--- src/rtl/sa_adc_sequencer.sv ---
// Conversion scheduler and 2^n oversampling averager for the SA_ADC converter.
// Define SA_ADC_SEQ_ROUND_EN for round-half-up averaging instead of truncation.
module sa_adc_sequencer #(
    parameter int DATA_W       = 14,
    parameter int PERIOD_W     = 16,
    parameter int OSR_LOG2_MAX = 4,
    parameter int TIMEOUT      = 1023
) (
    input  logic                clk_i,
    input  logic                reset_ni,
    input  logic                enable_i,
    input  logic [PERIOD_W-1:0] period_i,
    input  logic [2:0]          osr_log2_i,
    input  logic                clear_i,
    output logic                adc_start_o,
    input  logic [DATA_W-1:0]   adc_data_i,
    input  logic                adc_rdy_i,
    output logic [DATA_W-1:0]   res_data_o,
    output logic                res_valid_o,
    input  logic                res_ready_i,
    output logic                busy_o,
    output logic                overrun_o,
    output logic                timeout_o
);

    localparam int ACC_W = DATA_W + OSR_LOG2_MAX;
    localparam int CNT_W = OSR_LOG2_MAX + 1;
    localparam int TO_W  = $clog2(TIMEOUT + 1);

    // The timeout counter starts one cycle after the start pulse, so the last
    // CONVERT cycle sees TIMEOUT-2 and the flag rises TIMEOUT cycles after START.
    localparam logic [TO_W-1:0] TO_LAST = TO_W'(TIMEOUT - 2);

    typedef enum logic [2:0] {
        IDLE,
        WAIT_TICK,
        START,
        CONVERT,
        DONE
    } state_t;

    state_t              state;
    logic [PERIOD_W-1:0] pcnt;
    logic                tick_pending;
    logic [TO_W-1:0]     tcnt;
    logic [ACC_W-1:0]    acc;
    logic [CNT_W-1:0]    cnt;
    logic [2:0]          osr_q;

    logic                tick;
    logic                start_go;
    logic [2:0]          osr_clamped;
    logic [CNT_W-1:0]    cnt_inc;
    logic [CNT_W-1:0]    group_len;
    logic [ACC_W-1:0]    acc_sum;

`ifdef SA_ADC_SEQ_ROUND_EN
    function automatic logic [DATA_W-1:0] average(input logic [ACC_W-1:0] sum,
                                                  input logic [2:0] sh);
        logic [ACC_W:0] biased;
        logic [ACC_W:0] q;
        biased = {1'b0, sum};
        if (sh != 3'd0)
            biased = biased + ({{ACC_W{1'b0}}, 1'b1} << (sh - 3'd1));
        q = biased >> sh;
        if (q > {{(OSR_LOG2_MAX + 1){1'b0}}, {DATA_W{1'b1}}})
            return {DATA_W{1'b1}};
        return DATA_W'(q);
    endfunction
`else
    function automatic logic [DATA_W-1:0] average(input logic [ACC_W-1:0] sum,
                                                  input logic [2:0] sh);
        return DATA_W'(sum >> sh);
    endfunction
`endif

    assign tick        = enable_i && (pcnt == period_i);
    assign start_go    = (state == WAIT_TICK) && enable_i && tick_pending;
    assign osr_clamped = (osr_log2_i > 3'(OSR_LOG2_MAX)) ? 3'(OSR_LOG2_MAX) : osr_log2_i;
    assign cnt_inc     = cnt + 1'b1;
    assign group_len   = CNT_W'(1) << osr_q;
    assign acc_sum     = acc + ACC_W'(adc_data_i);

    always_ff @(posedge clk_i or negedge reset_ni) begin
        if (!reset_ni) begin
            state        <= IDLE;
            pcnt         <= '0;
            tick_pending <= 1'b0;
            tcnt         <= '0;
            acc          <= '0;
            cnt          <= '0;
            osr_q        <= '0;
            adc_start_o  <= 1'b0;
            res_data_o   <= '0;
            res_valid_o  <= 1'b0;
            busy_o       <= 1'b0;
            overrun_o    <= 1'b0;
            timeout_o    <= 1'b0;
        end else begin
            if (!enable_i || tick)
                pcnt <= '0;
            else
                pcnt <= pcnt + 1'b1;

            // A tick in the same cycle as the START transition keeps the flag set.
            if (tick)
                tick_pending <= 1'b1;
            else if (!enable_i || start_go)
                tick_pending <= 1'b0;

            adc_start_o <= 1'b0;

            if (res_valid_o && res_ready_i)
                res_valid_o <= 1'b0;

            // Set events below override this clear.
            if (clear_i) begin
                overrun_o <= 1'b0;
                timeout_o <= 1'b0;
            end

            case (state)
                IDLE: begin
                    if (enable_i) begin
                        state  <= WAIT_TICK;
                        busy_o <= 1'b1;
                    end
                end
                WAIT_TICK: begin
                    if (!enable_i) begin
                        state  <= IDLE;
                        busy_o <= 1'b0;
                        acc    <= '0;
                        cnt    <= '0;
                    end else if (tick_pending) begin
                        state       <= START;
                        adc_start_o <= 1'b1;
                    end
                end
                START: begin
                    tcnt <= '0;
                    if (cnt == '0)
                        osr_q <= osr_clamped;
                    state <= CONVERT;
                end
                CONVERT: begin
                    if (adc_rdy_i) begin
                        if (!enable_i) begin
                            acc    <= '0;
                            cnt    <= '0;
                            state  <= IDLE;
                            busy_o <= 1'b0;
                        end else begin
                            acc   <= acc_sum;
                            cnt   <= cnt_inc;
                            state <= (cnt_inc == group_len) ? DONE : WAIT_TICK;
                        end
                    end else if (tcnt == TO_LAST) begin
                        timeout_o <= 1'b1;
                        acc       <= '0;
                        cnt       <= '0;
                        state     <= WAIT_TICK;
                    end else begin
                        tcnt <= tcnt + 1'b1;
                    end
                end
                DONE: begin
                    if (!res_valid_o || res_ready_i) begin
                        res_data_o  <= average(acc, osr_q);
                        res_valid_o <= 1'b1;
                    end else begin
                        overrun_o <= 1'b1;
                    end
                    acc <= '0;
                    cnt <= '0;
                    if (enable_i) begin
                        state <= WAIT_TICK;
                    end else begin
                        state  <= IDLE;
                        busy_o <= 1'b0;
                    end
                end
                default: begin
                    state  <= IDLE;
                    busy_o <= 1'b0;
                end
            endcase
        end
    end

endmodule

--- config.mk ---
export PLATFORM = sky130hd
export DESIGN_NAME = sa_adc_sequencer
export DESIGN_NICKNAME = d
export VERILOG_FILES = /design/src/rtl/sa_adc_sequencer.sv
export SDC_FILE = /design/constraint.sdc
export NUM_CORES = 1
export LEC_CHECK = 0
export ABC_AREA = 1
export BUFFER_PORTS_ARGS = -buffer_cell sky130_fd_sc_hd__buf_2
export CAP_MARGIN = 40
export CORE_ASPECT_RATIO = 2
export CORE_MARGIN = 3
export CORE_UTILIZATION = 63
export DETAILED_ROUTE_END_ITERATION = 6
export PLACE_DENSITY = 0.85
export SKIP_CTS_REPAIR_TIMING = 1
export SKIP_LAST_GASP = 1
export SYNTH_ARGS = -nofsm -noshare
export SYNTH_HDL_FRONTEND = slang
export SYNTH_SLANG_ARGS = --single-unit
--- constraint.sdc ---
create_clock -name clk_i -period 5.44 [get_ports clk_i]
set_clock_uncertainty 0.05 [all_clocks]
set_input_delay 1.088 -clock clk_i [delete_from_list [all_inputs] [get_ports clk_i]]
set_output_delay 1.088 -clock clk_i [all_outputs]
set_load 0.005 [all_outputs]
; ---- Word-level counts from Yosys, hierarchy flattened
; Index checks and enable logic that the tools add are counted.
[op_classes]
shifts = 2
n_reduce_logical = 21
n_addsub = 4
eq_ne = 14
mux = 43
n_bitwise = 1
magnitude_cmp = 1
[ops]
columns = operator, count
row1 = $mux W18, 4
row2 = $pmux W18 S3, 1
row3 = $mux W3, 8
row4 = $mux W10, 2
row5 = $mux W5, 4
row6 = $pmux W10 S2, 1
row7 = $mux W1, 19
row8 = $add A18 B14 Y18, 1
row9 = $shr A18 B3 Y14, 1
row10 = $add A16 B1 Y16 const B, 1
row11 = $eq A16 B16 Y1, 1
row12 = $mux W16, 1
row13 = $pmux W3 S5, 1
row14 = $pmux W5 S3, 1
row15 = $reduce_and A3 Y1, 4
row16 = $add A10 B1 Y10 const B, 1
row17 = $eq A10 B10 Y1 const B, 1
row18 = $ne A2 B2 Y1 const B, 5
row19 = $eq A3 B2 Y1 const B, 2
row20 = $ne A3 B3 Y1 const B, 2
row21 = $add A5 B1 Y5 const B, 1
row22 = $eq A5 B5 Y1, 1
row23 = $logic_not A5 Y1, 1
row24 = $shl A1 B3 Y5 const A, 1
row25 = other kinds (13), 21
[word_totals]
reg_bits = 75
wordCells = 99

; ---- Logic depth before layout (Yosys ltp)
[depth]
word_depth = 6
ltp_mapped = 13

; ---- Worst setup path before layout
; OpenSTA, ideal clock, no wires.
[synth_timing]
path_type = input to register
startpoint = input adc_data_i[0]
endpoint = register acc[16]
t_arrival_ps = 2363
path_stages = 13
path_slack_ps = 2908
path_cell_list = ha_1 > inv_1 > fa_1 > inv_1 > nand2_1 > nand2_1 > nand3b_1 > nand2_1 > nand3_1 > nand2_1 > nand3_1 > nand2_1 > nor2_1
[synth_via]
elab_chain_cells = 4
[synth_lines]
columns = item, line
row1 = start: declaration, 16  ; input logic [DATA_W-1:0] adc_data_i,
row2 = $add A18 B14 Y18, 82  ; assign acc_sum = acc + ACC_W'(adc_data_i);
row3 = $mux W18, 148  ; if (!enable_i) begin
row4 = $mux W18, 147  ; if (adc_rdy_i) begin
row5 = $pmux W18 S3, 122  ; case (state)
row6 = end signal: assignment, 154  ; acc <= acc_sum;
row7 = end: declaration, 46  ; logic [ACC_W-1:0] acc;
; No other way between the ends.
; A chain may end at the register's enable or synchronous reset.

; ---- Final worst setup path
[layout_timing]
startpoint = register osr_q[0]
endpoint = register state[0]
[layout_via]
elab_chain_cells = 6
[layout_lines]
columns = item, line
row1 = start: declaration, 48  ; logic [2:0] osr_q;
row2 = start signal: assignment, 143  ; osr_q <= osr_clamped;
row3 = $shl A1 B3 Y5, 81  ; assign group_len = CNT_W'(1) << osr_q;
row4 = $eq A5 B5 Y1, 156  ; state <= (cnt_inc == group_len) ? DONE : WAIT_TICK;
row5 = $mux W3, 156
row6 = $mux W3, 148
row7 = $mux W3, 147
row8 = $pmux W3 S5, 122
row9 = end signal: assignment, 156
row10 = end: declaration, 42  ; state_t state;
; No other way between the ends.

==> metrics.txt <==
run status=complete, no violations; Net Sw Frac=39.9%; sw power=0.000888 W; YS warnings=0; final setup TNS=0 ns; total power=0.00223 W; First-pass DRT Iterations=6; Avg WL per Cell=15.3 um; WP data arrival=2.71 ns; IO buf count=57; total wire length=13.0 mm; core area=7770 um2; Critical Path End Type=register; P_leak=2.79 nW; final hold violations=0; Core Util, Final=74.2%; hold path cells=2; Slew @ Worst Pin=0.778 ns; root buf cell=clkbuf_16; number of synthesized flops with an enable pin=0; Skew-Pair Late Insertion Delay=0.34 ns; crit path kind=reg -> reg; antenna cells=0; nets@finish=811; Logic pwr share=36.8%; Compound-Gate Fraction of Synth Area=14.9%; CTS tree=yes; GR Layer Usage met2=53.4%; DRC marker count from the first detailed-route iteration=317; top post-synthesis cells by area=dfrtp_1, nand2_1, o21ai_0; first-pass GRT wire length=21.5 mm; IO Pins=58; Worst R2R End=state[0]$_DFFE_PN0P_; type of origin of the critical path=register; number of routed nets with antenna violations=0; chip width=69.8 um; crit-path cells=inv_1 > nor2_1 > nand3_1 > nand2_1 > nand2_1 > nor2_1 > nand3_1 > nand2_1 > nand2_1 > nand2_1 > nand2_1; RSZ-0062 raised after global routing=no; GRT busiest layer=met2; library cells used by synthesis=47; R2R Setup Slk=2.91 ns; crit path buf inv count=1; GR Util met1=29.0%; Max Slew Vio Count=0; CTS buffer count=9; vias in the first global route=4,845; worst rel slew slack=47.6%; syn nets=757; max-cap violations=0; die area=9320 um2; FF-to-FF path depth=11; Sink Count=75; Vert. Die Dim=134 um; Hold Path Class=reg -> reg; Global Route Usage Sum=28.5%; pwr/cell area=386 nW/um2; Detailed Place HPWL=9.94 mm; Synth Register Bits=75; largest stage delay on the critical path=0.82 ns; Post-route DRC=0; share of cells above drive strength 1=13.8%; Clock Tree Buf Depth=2; post-synthesis simple-gate area fraction=30.0%; VDD IR max=206 uV; cell taking the most area after synthesis=dfrtp_1; Seq/Total Area, Yosys=36.6%; Initial Utilization=66.0%; CP required=5.61 ns; critical path's slowest cell=dfrtp_1; HP Start=res_data_o[0]$_DFFE_PN0P_; reg2reg start=osr_q[0]$_DFFE_PN0P_; Syn Std Cell Area=5120 um2; GP Congestion=0.945; clk slew on worst S/H paths=0.06 ns; row cnt=45; initial antenna violation count=0; # fillers=613; largest net degree at the start of global routing=70; synthesized area per cell=7.34 um2; post-synthesis instance total=698; Cell Int Power=0.00134 W; WHS Endpoint=res_data_o[0]$_DFFE_PN0P_; Max Fanout on Critical Path=27; most used cell, CP=nand2_1; GRT met3 Usage=5.59%; FFs w/ async S/R, synth=100%; dominant register cell in the synthesized netlist=dfrtp_1; final hold slack=0.428 ns; Final Cycle Share=46.5%; fmax=0.395 GHz; mux contribution to synthesized area=0%; H-tree levels=3; critical path's top delay family=simple AND/OR/NAND/NOR gates; power share of the clock group=27.9%; Layout area overhead=12.5%; fin crit period=2.53 ns; largest family of logic cells by synthesized area=simple AND/OR/NAND/NOR gates; area share of the largest cell type after synthesis=36.6%; Reg power frac=35.3%; via count of the routed design=4,935; Post-Synth Adder-Cell Area=5.03%; global-route congestion overflow total=0; vias per inst=5.81; Finish-stage setup viols=0; Synth Area in XOR/XNOR=5.13%
## worst register-to-register path, delay by kind of cell, from the launching register on
| kind | cells | cell delay, ns |
|---|---|---|
| and+or+nand+nor | 10 | 1.16 |
| buffers and inverters | 1 | 0.39 |
| DFF | 1 | 0.82 |
## cell usage after synthesis, types with 2 or more instances
library cell / number
dfrtp_1: 75
nand2_4: 3
o21ai_0: 59
nor2_1: 72
o22ai_1: 5
buf_6: 4
o21a_1: 2
and2_1: 3
nand3b_1: 2
inv_1: 78
clkbuf_1: 4
nand2_1: 183
xnor2_1: 21
inv_2: 3
a22oi_1: 2
o22a_1: 5
o22ai_2: 9
nor4_1: 2
o31ai_2: 2
nand2_2: 2
a21oi_1: 30
nor3b_1: 2
ha_1: 19
nor2_4: 2
nand4_1: 11
a2bb2oi_1: 2
o21ai_1: 2
nand3_1: 40
nor3_1: 20
buf_2: 8
o31ai_1: 2
xor2_1: 9
## cell type report
class	count	area, um2	area share [%]
clock buffers	9	225	3.90
clock inverters	5	80.1	1.39
inverters	84	323	5.60
multi-input cells	523	2830	49.0
flip-flops and latches	75	1880	32.5
well taps	94	118	2.04
repair buffers	59	320	5.55
## flip-flops by register name, indices dropped and copies added, names as in the netlist
name and flops:
acc 18, pcnt 16, res_data_o 14, tcnt 10
cnt 5, osr_q 3, state 3, adc_start_o 1
busy_o 1, overrun_o 1, res_valid_o 1, tick_pending 1
timeout_o 1
## per-stage QoR
| step | area [um2] | setup slack [ns] | cells |
|---|---|---|---|
| 2_1_floorplan | 5120 | 2.91 | 698 |
| 3_3_place_gp | 5440 | 2.68 | 834 |
| 3_5_place_dp | 5460 | 2.63 | 835 |
| 4_1_cts | 5770 | 2.97 | 849 |
| 5_1_grt | 5770 | 2.69 | 849 |
| 6_report | 5770 | 2.91 | 849 |
## logic make-up (layout without fill, tap and decap cells)
logic type / Yosys count / in the layout
xor+xnor: 30 / 30
simple gates: 349 / 349
buf+inv: 100 / 157
compound gates: 124 / 124
fa+ha+maj: 20 / 20
flops: 75 / 75
## power groups by stage
stage	clock network [W]	registers, W	logic (W)
after floorplan	0	0.000732	0.000634
after global placement	0	0.000787	0.000774
after detailed placement	0	0.000791	0.000802
after CTS	0.000623	0.000783	0.000813
after global routing	0.000644	0.000801	0.000924
final	0.000621	0.000787	0.000821
## placed cells by master (no fill, tap or decap), drive strengths merged, types with 3 or more instances in the layout
master  netlist  final
nor4          3      3
o21ai        62     62
ha           19     19
nand4        11     11
nor3         21     21
o22a          5      5
xor2          9      9
nand2       188    188
inv          82     82
buf          12     59
nor2         76     76
and2          3      3
nand3        42     42
a21oi        30     30
clkinv        2      3
clkbuf        4      9
xnor2        21     21
o22ai        14     14
dfrtp        75     75
o31ai         4      4
## how the worst max path moves through the flow
stage,cells past startpoint,end,from
after floorplan,13,acc[16]$_DFFE_PN0P_,adc_data_i[0]
after global placement,14,acc[16]$_DFFE_PN0P_,adc_data_i[0]
final,11,state[0]$_DFFE_PN0P_,osr_q[0]$_DFFE_PN0P_
after CTS,11,state[0]$_DFFE_PN0P_,osr_q[0]$_DFFE_PN0P_
after global routing,11,state[0]$_DFFE_PN0P_,osr_q[0]$_DFFE_PN0P_
after detailed placement,14,acc[16]$_DFFE_PN0P_,adc_data_i[0]
## metal layers
metal	part of all wire, %	vias to the layer above	wire [um]
met2	55	162	7170
li1	-	2405	-
met4	3.9	0	508
met1	36	2321	4700
met3	4.8	47	620
met5	0	-	0
(Power assumes the default switching activity.)
